`config.mk`:
```
export PLATFORM = sky130hd
export DESIGN_NAME = pipeline_hazard_controller
export DESIGN_NICKNAME = d
export VERILOG_FILES = /design/src/rtl/pipeline_ctrl_pkg.sv /design/src/rtl/hazard_mem_wait_fsm.sv /design/src/rtl/pipeline_hazard_controller.sv
export SDC_FILE = /design/constraint.sdc
export NUM_CORES = 1
export LEC_CHECK = 0
export ABC_AREA = 1
export CORE_UTILIZATION = 39
export DETAILED_ROUTE_END_ITERATION = 8
export PLACE_DENSITY_LB_ADDON = 0.2
export SLEW_MARGIN = 20
export SYNTH_ARGS = -nofsm -noshare
export SYNTH_HDL_FRONTEND = slang
export SYNTH_SLANG_ARGS = --single-unit
```
`constraint.sdc`:
```
create_clock -name clk -period 1.3 [get_ports clk]
set_input_delay 0.26 -clock clk [delete_from_list [all_inputs] [get_ports clk]]
set_output_delay 0.26 -clock clk [all_outputs]
set_load 0.05 [all_outputs]
```
`src/rtl/pipeline_ctrl_pkg.sv`:
```
// Shared types and constants for the pipeline hazard controller.
// The memory-wait FSM encoding lives here so the top and the bench agree on it.
package pipeline_ctrl_pkg;

   localparam int unsigned REG_ADDR_W = 5;
   localparam logic [REG_ADDR_W-1:0] ZERO_REG = 5'd0;

   // Wide enough for the largest legal MEM_TIMEOUT (255).
   localparam int unsigned WAIT_CNT_W = 8;

   typedef enum logic [1:0] {
      RUN      = 2'd0,
      MEM_WAIT = 2'd1,
      ERROR    = 2'd2
   } hz_state_e;

   // True when a non-$zero destination feeds the given source field.
   function automatic logic reg_dep(
      input logic [REG_ADDR_W-1:0] dst,
      input logic [REG_ADDR_W-1:0] src
   );
      return (dst != ZERO_REG) && (dst == src);
   endfunction

endpackage

```
`src/rtl/hazard_mem_wait_fsm.sv`:
```
// Memory-wait sequencer: freezes the pipeline while a data-RAM access is
// outstanding and latches a sticky error when the access exceeds MEM_TIMEOUT.
module hazard_mem_wait_fsm
   import pipeline_ctrl_pkg::*;
#(
   parameter int unsigned MEM_TIMEOUT = 16
) (
   input  logic clk,
   input  logic reset,
   input  logic mem_req,
   input  logic mem_ready,
   output logic freeze,
   output logic mem_timeout_err
);

   localparam logic [WAIT_CNT_W-1:0] TIMEOUT_LAST = WAIT_CNT_W'(MEM_TIMEOUT - 1);

   hz_state_e              state_q, state_d;
   logic [WAIT_CNT_W-1:0]  wait_cnt_q, wait_cnt_d;
   logic                   err_q, err_d;

   always_ff @(posedge clk) begin
      if (reset) begin
         state_q    <= RUN;
         wait_cnt_q <= '0;
         err_q      <= 1'b0;
      end else begin
         state_q    <= state_d;
         wait_cnt_q <= wait_cnt_d;
         err_q      <= err_d;
      end
   end

   always_comb begin
      state_d    = state_q;
      wait_cnt_d = wait_cnt_q;
      // Flag follows one cycle behind the ERROR state and then sticks.
      err_d      = err_q | (state_q == ERROR);
      case (state_q)
         RUN: begin
            if (mem_req && !mem_ready) begin
               state_d    = MEM_WAIT;
               wait_cnt_d = WAIT_CNT_W'(1);
            end
         end
         MEM_WAIT: begin
            if (mem_ready) begin
               state_d    = RUN;
               wait_cnt_d = '0;
            end else if (wait_cnt_q == TIMEOUT_LAST) begin
               state_d = ERROR;
            end else begin
               wait_cnt_d = wait_cnt_q + 1'b1;
            end
         end
         ERROR: begin
            state_d = ERROR;
         end
         default: begin
            state_d    = RUN;
            wait_cnt_d = '0;
         end
      endcase
   end

   always_comb begin
      freeze = 1'b0;
      case (state_q)
         RUN:      freeze = mem_req & ~mem_ready;
         MEM_WAIT: freeze = ~mem_ready;
         ERROR:    freeze = 1'b1;
         default:  freeze = 1'b1;
      endcase
   end

   assign mem_timeout_err = err_q;

endmodule

```
`src/rtl/pipeline_hazard_controller.sv`:
```
// Pipeline register sequencer: load-use stall, branch/jump flush and memory freeze.
// Optional performance counters are built only when HAZARD_PERF_CNT_EN is defined.
module pipeline_hazard_controller
   import pipeline_ctrl_pkg::*;
#(
   parameter int unsigned MEM_TIMEOUT = 16,
   parameter int unsigned CNT_W       = 16
) (
   input  logic                  clk,
   input  logic                  reset,
   input  logic [REG_ADDR_W-1:0] id_rs,
   input  logic [REG_ADDR_W-1:0] id_rt,
   input  logic                  id_uses_rt,
   input  logic                  ex_mem_read,
   input  logic [REG_ADDR_W-1:0] ex_write_register,
   input  logic                  branch_taken,
   input  logic                  jump,
   input  logic                  mem_req,
   input  logic                  mem_ready,
   output logic                  pc_write,
   output logic                  if_id_write,
   output logic                  if_id_flush,
   output logic                  id_ex_write,
   output logic                  id_ex_flush,
   output logic                  ex_mem_write,
   output logic                  mem_wb_bubble,
   output logic                  mem_timeout_err,
   output logic [CNT_W-1:0]      stall_cycles,
   output logic [CNT_W-1:0]      flush_count
);

   logic freeze;
   logic load_use;
   logic flush;

   hazard_mem_wait_fsm #(
      .MEM_TIMEOUT (MEM_TIMEOUT)
   ) u_fsm (
      .clk             (clk),
      .reset           (reset),
      .mem_req         (mem_req),
      .mem_ready       (mem_ready),
      .freeze          (freeze),
      .mem_timeout_err (mem_timeout_err)
   );

   always_comb begin
      load_use = ex_mem_read &
                 (reg_dep(ex_write_register, id_rs) |
                  (id_uses_rt & reg_dep(ex_write_register, id_rt)));
      flush    = branch_taken | jump;
   end

   // Priority: freeze, then flush (discards the hazarding instruction), then load-use.
   always_comb begin
      pc_write      = 1'b1;
      if_id_write   = 1'b1;
      if_id_flush   = 1'b0;
      id_ex_write   = 1'b1;
      id_ex_flush   = 1'b0;
      ex_mem_write  = 1'b1;
      mem_wb_bubble = 1'b0;
      if (freeze) begin
         pc_write      = 1'b0;
         if_id_write   = 1'b0;
         id_ex_write   = 1'b0;
         ex_mem_write  = 1'b0;
         mem_wb_bubble = 1'b1;
      end else if (flush) begin
         if_id_flush = 1'b1;
         id_ex_flush = 1'b1;
      end else if (load_use) begin
         pc_write    = 1'b0;
         if_id_write = 1'b0;
         id_ex_flush = 1'b1;
      end
   end

`ifdef HAZARD_PERF_CNT_EN
   logic [CNT_W-1:0] stall_cycles_q, stall_cycles_d;
   logic [CNT_W-1:0] flush_count_q, flush_count_d;

   always_comb begin
      stall_cycles_d = stall_cycles_q;
      flush_count_d  = flush_count_q;
      if (!pc_write && (stall_cycles_q != '1)) begin
         stall_cycles_d = stall_cycles_q + 1'b1;
      end
      if (flush && !freeze && (flush_count_q != '1)) begin
         flush_count_d = flush_count_q + 1'b1;
      end
   end

   always_ff @(posedge clk) begin
      if (reset) begin
         stall_cycles_q <= '0;
         flush_count_q  <= '0;
      end else begin
         stall_cycles_q <= stall_cycles_d;
         flush_count_q  <= flush_count_d;
      end
   end

   assign stall_cycles = stall_cycles_q;
   assign flush_count  = flush_count_q;
`else
   assign stall_cycles = '0;
   assign flush_count  = '0;
`endif

endmodule

```
# == Word level (Yosys, flattened, before mapping) ==
# Cells that the tools add are included.
# totals
register_bits,11
input_bits,23
output_inout_bits,40
elab_cells,47
# op_classes
addsub,1
eq_ne,8
n_mux,19
bitwise,8
reduce_logical,8
# ops
cell,n
$mux W8,3
$pmux W8 S3,1
$eq A5 B5 Y1,2
$mux W1,10
$add A8 B1 Y8 const B,1
$eq A8 B4 Y1 const B,1
$mux W2,3
$pmux W2 S3,1
$reduce_bool A5 Y1,1
$and A1 B1 Y1,3
$logic_and A1 B1 Y1,3
$ne A3 B2 Y1 const B,1
$ne A3 B3 Y1 const B,1
$or A1 B1 Y1,3
$reduce_and A3 Y1,1
$eq A2 B1 Y1 const B,1
$eq A2 B2 Y1 const B,1
$logic_not A2 Y1,1
$ne A2 B1 Y1 const B,1
$not A1 Y1,2
$pmux W1 S2,1
$reduce_and A2 Y1,1
$logic_not A1 Y1,1

# == Logic depth before layout (Yosys ltp) ==
# logic_depth
ltp_word,8
depth_mapped,10
ltp_nobuf,9

# == Hierarchy ==
# From an unflattened synthesis, not the netlist that was laid out.
# hier_totals
cells_unflattened,201
hier_area_um2,1186.1
# by_module_without_submodules
mod,n_inst,cells_each,area_each_um2,seq_area_each_um2
hazard_mem_wait_fsm,1,105,685.7,220.2
pipeline_hazard_controller,1,96,500.5,0.0

# == Worst setup path before layout ==
# No wires, ideal clock.
# synth_path
path_kind,reg2out
startpoint,register u_fsm.state_q[1]
endpoint,output port pc_write
t_arrival_ns,1.915
required_time_ns,1.040
setup_slack_ns,-0.875
stages_incl_launch_ff,7
path_buffers,1
cell_sequence,dfxtp_1 -> inv_2 -> nand2_4 -> o21ai_2 -> o21ai_1 -> nand2_1 -> buf_4
# synth_between
elab_chain_len,3
word_cells_on_any_way,4
classes_between,eq/ne: 1; mux: 2; reduce/logical: 1
# synth_lines
item,line_no,rtl
"start, declared",hazard_mem_wait_fsm.sv:18,"hz_state_e state_q, state_d;"
"start signal, assigned",hazard_mem_wait_fsm.sv:28,state_q <= state_d;
$eq A2 B1 Y1 or $logic_not A2 Y1 (tied branches),hazard_mem_wait_fsm.sv:68,case (state_q)
$pmux W1 S2 (*),hazard_mem_wait_fsm.sv:68,
$mux W1 (*),n/a,
"end, declared",pipeline_hazard_controller.sv:20,"output logic pc_write,"
# Mark *: on every way between the ends. The rest lies on a longest branch, timed or not.

# == Worst setup path after layout ==
# layout_path
startpoint,register u_fsm.state_q[1]
endpoint,output port if_id_write
# layout_between
elab_chain_len,3
word_cells_on_any_way,4
classes_between,eq/ne: 1; mux: 2; reduce/logical: 1
# layout_lines
item,line_no,rtl
$eq A2 B1 Y1 or $logic_not A2 Y1 (tied branches),hazard_mem_wait_fsm.sv:68,
$pmux W1 S2 (*),hazard_mem_wait_fsm.sv:68,
$mux W1 (*),pipeline_hazard_controller.sv:63,if (freeze) begin
"end, declared",pipeline_hazard_controller.sv:21,"output logic if_id_write,"
# Marked as above.

==> Implementation_results.wiki <==
{| class="wikitable"
! Metric !! Value
|-
| Result of the run || finished with violations
|-
| Failing checks || design-rule violations, negative setup slack
|-
| Sequential-to-total area share from yosys stat || 18.8%
|-
| Worst hold-check slack || 0.496 ns
|-
| Endpoints failing hold || 0
|-
| Aggregate routed wire length || 2650 um
|-
| Worst-skew pair later-pin latency || 0.27 ns
|-
| Die Area || 3230 sq um
|-
| Final routed wire length divided by cell count || 9.64 um
|-
| Fraction of final layout cells with drive strength greater than 1 || 32.4%
|-
| Crit path capture type || output port
|-
| Setup slack of the worst register-to-register path || 0.04 ns
|-
| Hold_sp || u_fsm.mem_timeout_err
|-
| Initial cell density of the core || 41.8%
|-
| Cell count after synthesis || 195
|-
| Number of global-route vias before repair || 979
|-
| Pin count of the biggest net entering global routing || 8
|-
| Wire length of the first global-routing pass || 4220 um
|-
| Post-synthesis to final-layout area growth || 45.8%
|-
| Leakage power of the design || 0.000870 uW
|-
| Max_cap viols || 0
|-
| Required arrival time at the worst endpoint || 1.04 ns
|-
| Peak VDD IR || 508 uV
|-
| Fraction of synthesis flops using an asynchronous set or reset pin || 0%
|-
| CTS H-Tree Depth || 1
|-
| Netlist Area Pre-Place || 1170 sq um
|-
| Ratio of total power to cell area || 810 nW/um^2
|-
| DP Wirelength || 2070 um
|-
| Slew Limit Fails || 0
|-
| Reg-to-Reg Start || u_fsm.wait_cnt_q[0]
|-
| Reg2Reg Capture Point || u_fsm.wait_cnt_q[0]
|-
| Endpoints failing setup || 10
|-
| Total clock buffers created by CTS || 3
|-
| Post-route cell area || 1710 sq um
|-
| Maximum achievable frequency || 0.637 GHz
|-
| CTS Hold Buffers Added || 0
|-
| Number of synthesis warnings || 0
|-
| Post-route non-filler standard cell count || 275
|-
| Overall die width || 56.8 um
|-
| Highest-delay cell along the critical path || dfxtp_2
|-
| Smallest setup slack after layout || -0.270 ns
|-
| Leading cell types by total area after synthesis || buf_4 (22%), dfxtp_1 (19%), nand2_1 (17%)
|-
| Min-Delay Path Depth || 2
|-
| Unique cell type count in the Yosys netlist || 26
|-
| Number of antenna violations at the first check in global routing || 0
|-
| Total gr overflow || 0
|-
| Buffers plus inverters on the worst setup path || 2
|-
| Post-placement cell count || 269
|-
| Pre-CTS setup slack || -0.551 ns
|-
| Biggest area consumer among synthesized cells || buf_4
|-
| Largest delay share family, worst path || flip-flops
|-
| Unrepaired setup endpoints after global routing || yes
|-
| Num rows || 19
|-
| Longest Clk Path Bufs || 2
|-
| Type of the most critical hold path || flip-flop to flip-flop
|-
| Final weighted congestion of routability-driven global placement || 0.812
|-
| Number of DRC violations after detailed-routing iteration 0 || 51
|-
| Clock transition at the registers of the reported paths || 0.07 ns
|-
| Clock Skews || 0.000447 ns
|-
| Cell area after placement || 1610 sq um
|-
| WP data arrival || 1.31 ns
|-
| Post-DRT Antenna Nets || 0
|-
| Startpoint type of the worst setup path || flip-flop
|-
| Via total after detailed routing || 1164
|-
| Crit Path Max Fanout || 5
|-
| Path depth of the worst reg2reg path || 8
|-
| # IOs || 63
|-
| Root buffer cell || clkbuf_4
|-
| TritonCTS clock tree || yes
|-
| Number of detailed-route iterations in the first pass || 6
|-
| Count of nets after finishing || 269
|-
| Area share of the largest cell type after synthesis || 21.8%
|-
| Tot GR Track Use || 16.7%
|-
| CORE AREA || 2810 sq um
|-
| Series of cell instances along the critical path || inv_2, nand2_4, o21ai_4, o21ai_4, nand2_4, buf_12
|-
| Die extent in y || 56.8 um
|-
| Count of flip-flops with a built-in enable after synthesis || 0
|-
| Dominant register cell in the synthesized netlist || dfxtp_1
|-
| Hold Crit Endpoint || u_fsm.mem_timeout_err
|-
| Antenna diode instance count || 0
|-
| Crit-path max cell delay || 0.35 ns
|-
| Post-layout min period || 1.57 ns
|-
| Number of synthesized register bits || 11
|-
| Period utilization || 121%
|-
| Classification of the worst setup path || flip-flop to output port
|-
| DR vias/cell || 4.23
|-
| Mean area per synthesized cell || 6.01 sq um
|-
| Sink Count || 11
|-
| Remaining DRCs || 12
|-
| IO Port Bufs || 30
|}
worst register-to-register path, delay by kind of cell, from the launching register on:
kind	cells	cell delay, ns
AOI/OAI and AO/OA	1	0.12
adders and majority gates	1	0.15
DFF	1	0.36
and+or+nand+nor	6	0.52
worst max-delay path by stage:
stage	start	end	slack [ns]	cells past startpoint
global placement	ex_write_register[4]	pc_write	-0.55	11
CTS	u_fsm.state_q[1]	if_id_write	-0.28	6
detailed placement	ex_write_register[2]	if_id_write	-0.55	11
floorplan	u_fsm.state_q[1]	pc_write	-0.34	6
finish	u_fsm.state_q[1]	if_id_write	-0.27	6
global route	u_fsm.state_q[1]	id_ex_flush	-0.35	6
cells in the final DEF, fill, tap and decap left out, drive strengths merged:
cell,netlist,layout
clkdlybuf4s50,0,4
nor2,23,23
clkbuf,1,7
conb,1,32
or2,1,1
nand3,11,11
nand2,60,60
nand4,3,3
dlygate4sd2,0,14
ha,1,1
clkdlybuf4s15,0,1
inv,31,31
o21ai,6,6
nand3b,1,1
buf,34,27
xnor2,1,1
a21oi,8,8
nor3,2,2
dfxtp,11,11
state kept, by name (all words and copies together) (netlist names):
| register | count |
|---|---|
| u_fsm.mem_timeout_err | 1 |
| u_fsm.state_q | 2 |
| u_fsm.wait_cnt_q | 8 |
cell usage after synthesis, types with 2 or more instances:
| cell | count |
|---|---|
| a21oi_1 | 4 |
| a21oi_2 | 4 |
| buf_4 | 34 |
| dfxtp_1 | 11 |
| inv_1 | 28 |
| inv_2 | 3 |
| nand2_1 | 54 |
| nand2_2 | 4 |
| nand2_4 | 2 |
| nand3_1 | 10 |
| nand4_1 | 3 |
| nor2_1 | 20 |
| nor2_2 | 2 |
| nor3_1 | 2 |
| o21ai_0 | 2 |
| o21ai_1 | 2 |
where the power goes:
group	internal, uW	switching [uW]
combinational	278	506
clock	119	122
sequential	347	12.1
total	744	640
metal layers:
layer  vias up  track usage [%]  share of wire, %
li1        624                -                 -
met1       492             20.9                45
met2        43             28.1                47
met3         5             2.76               5.8
met4         0             7.32               1.5
met5         -                0                 0
logic make-up after synthesis:
group,after synthesis,share of synthesized area [%]
AND/OR/NAND/NOR,101,38.5
buffers and inverters,66,32.0
AO/OA/AOI/OAI,14,8.54
flip-flops,11,18.8
XOR/XNOR,1,0.747
adder cells (fa/ha/maj),1,1.07
other,1,0.320
area by class of cell:
class                      count  area [sq um]
timing repair buffer          49           498
clock buffer                   4          26.3
inverter                      31           116
multi-input combinational    149           802
tap                           31          38.8
fill                         278          1100
sequential                    11           228
through the flow:
stage                     total power (uW)  TNS (ns)  utilization [%]
after global placement                1120     -6.62             57.4
after floorplan                        929     -1.44                -
after global routing                  1460     -2.65             60.9
after CTS                             1360     -1.71             59.2
final                                 1380     -1.79             60.9
after detailed placement              1130     -6.77             57.4
repair_timing:
action | CTS | global route
setup buffers | 1 | 1
cloned | 0 | 0
setup endpoints to repair | 15 | 17
gates resized for setup | 33 | 23
pin swaps | 15 | 8
No activity file was read; power rests on OpenSTA's default activity.
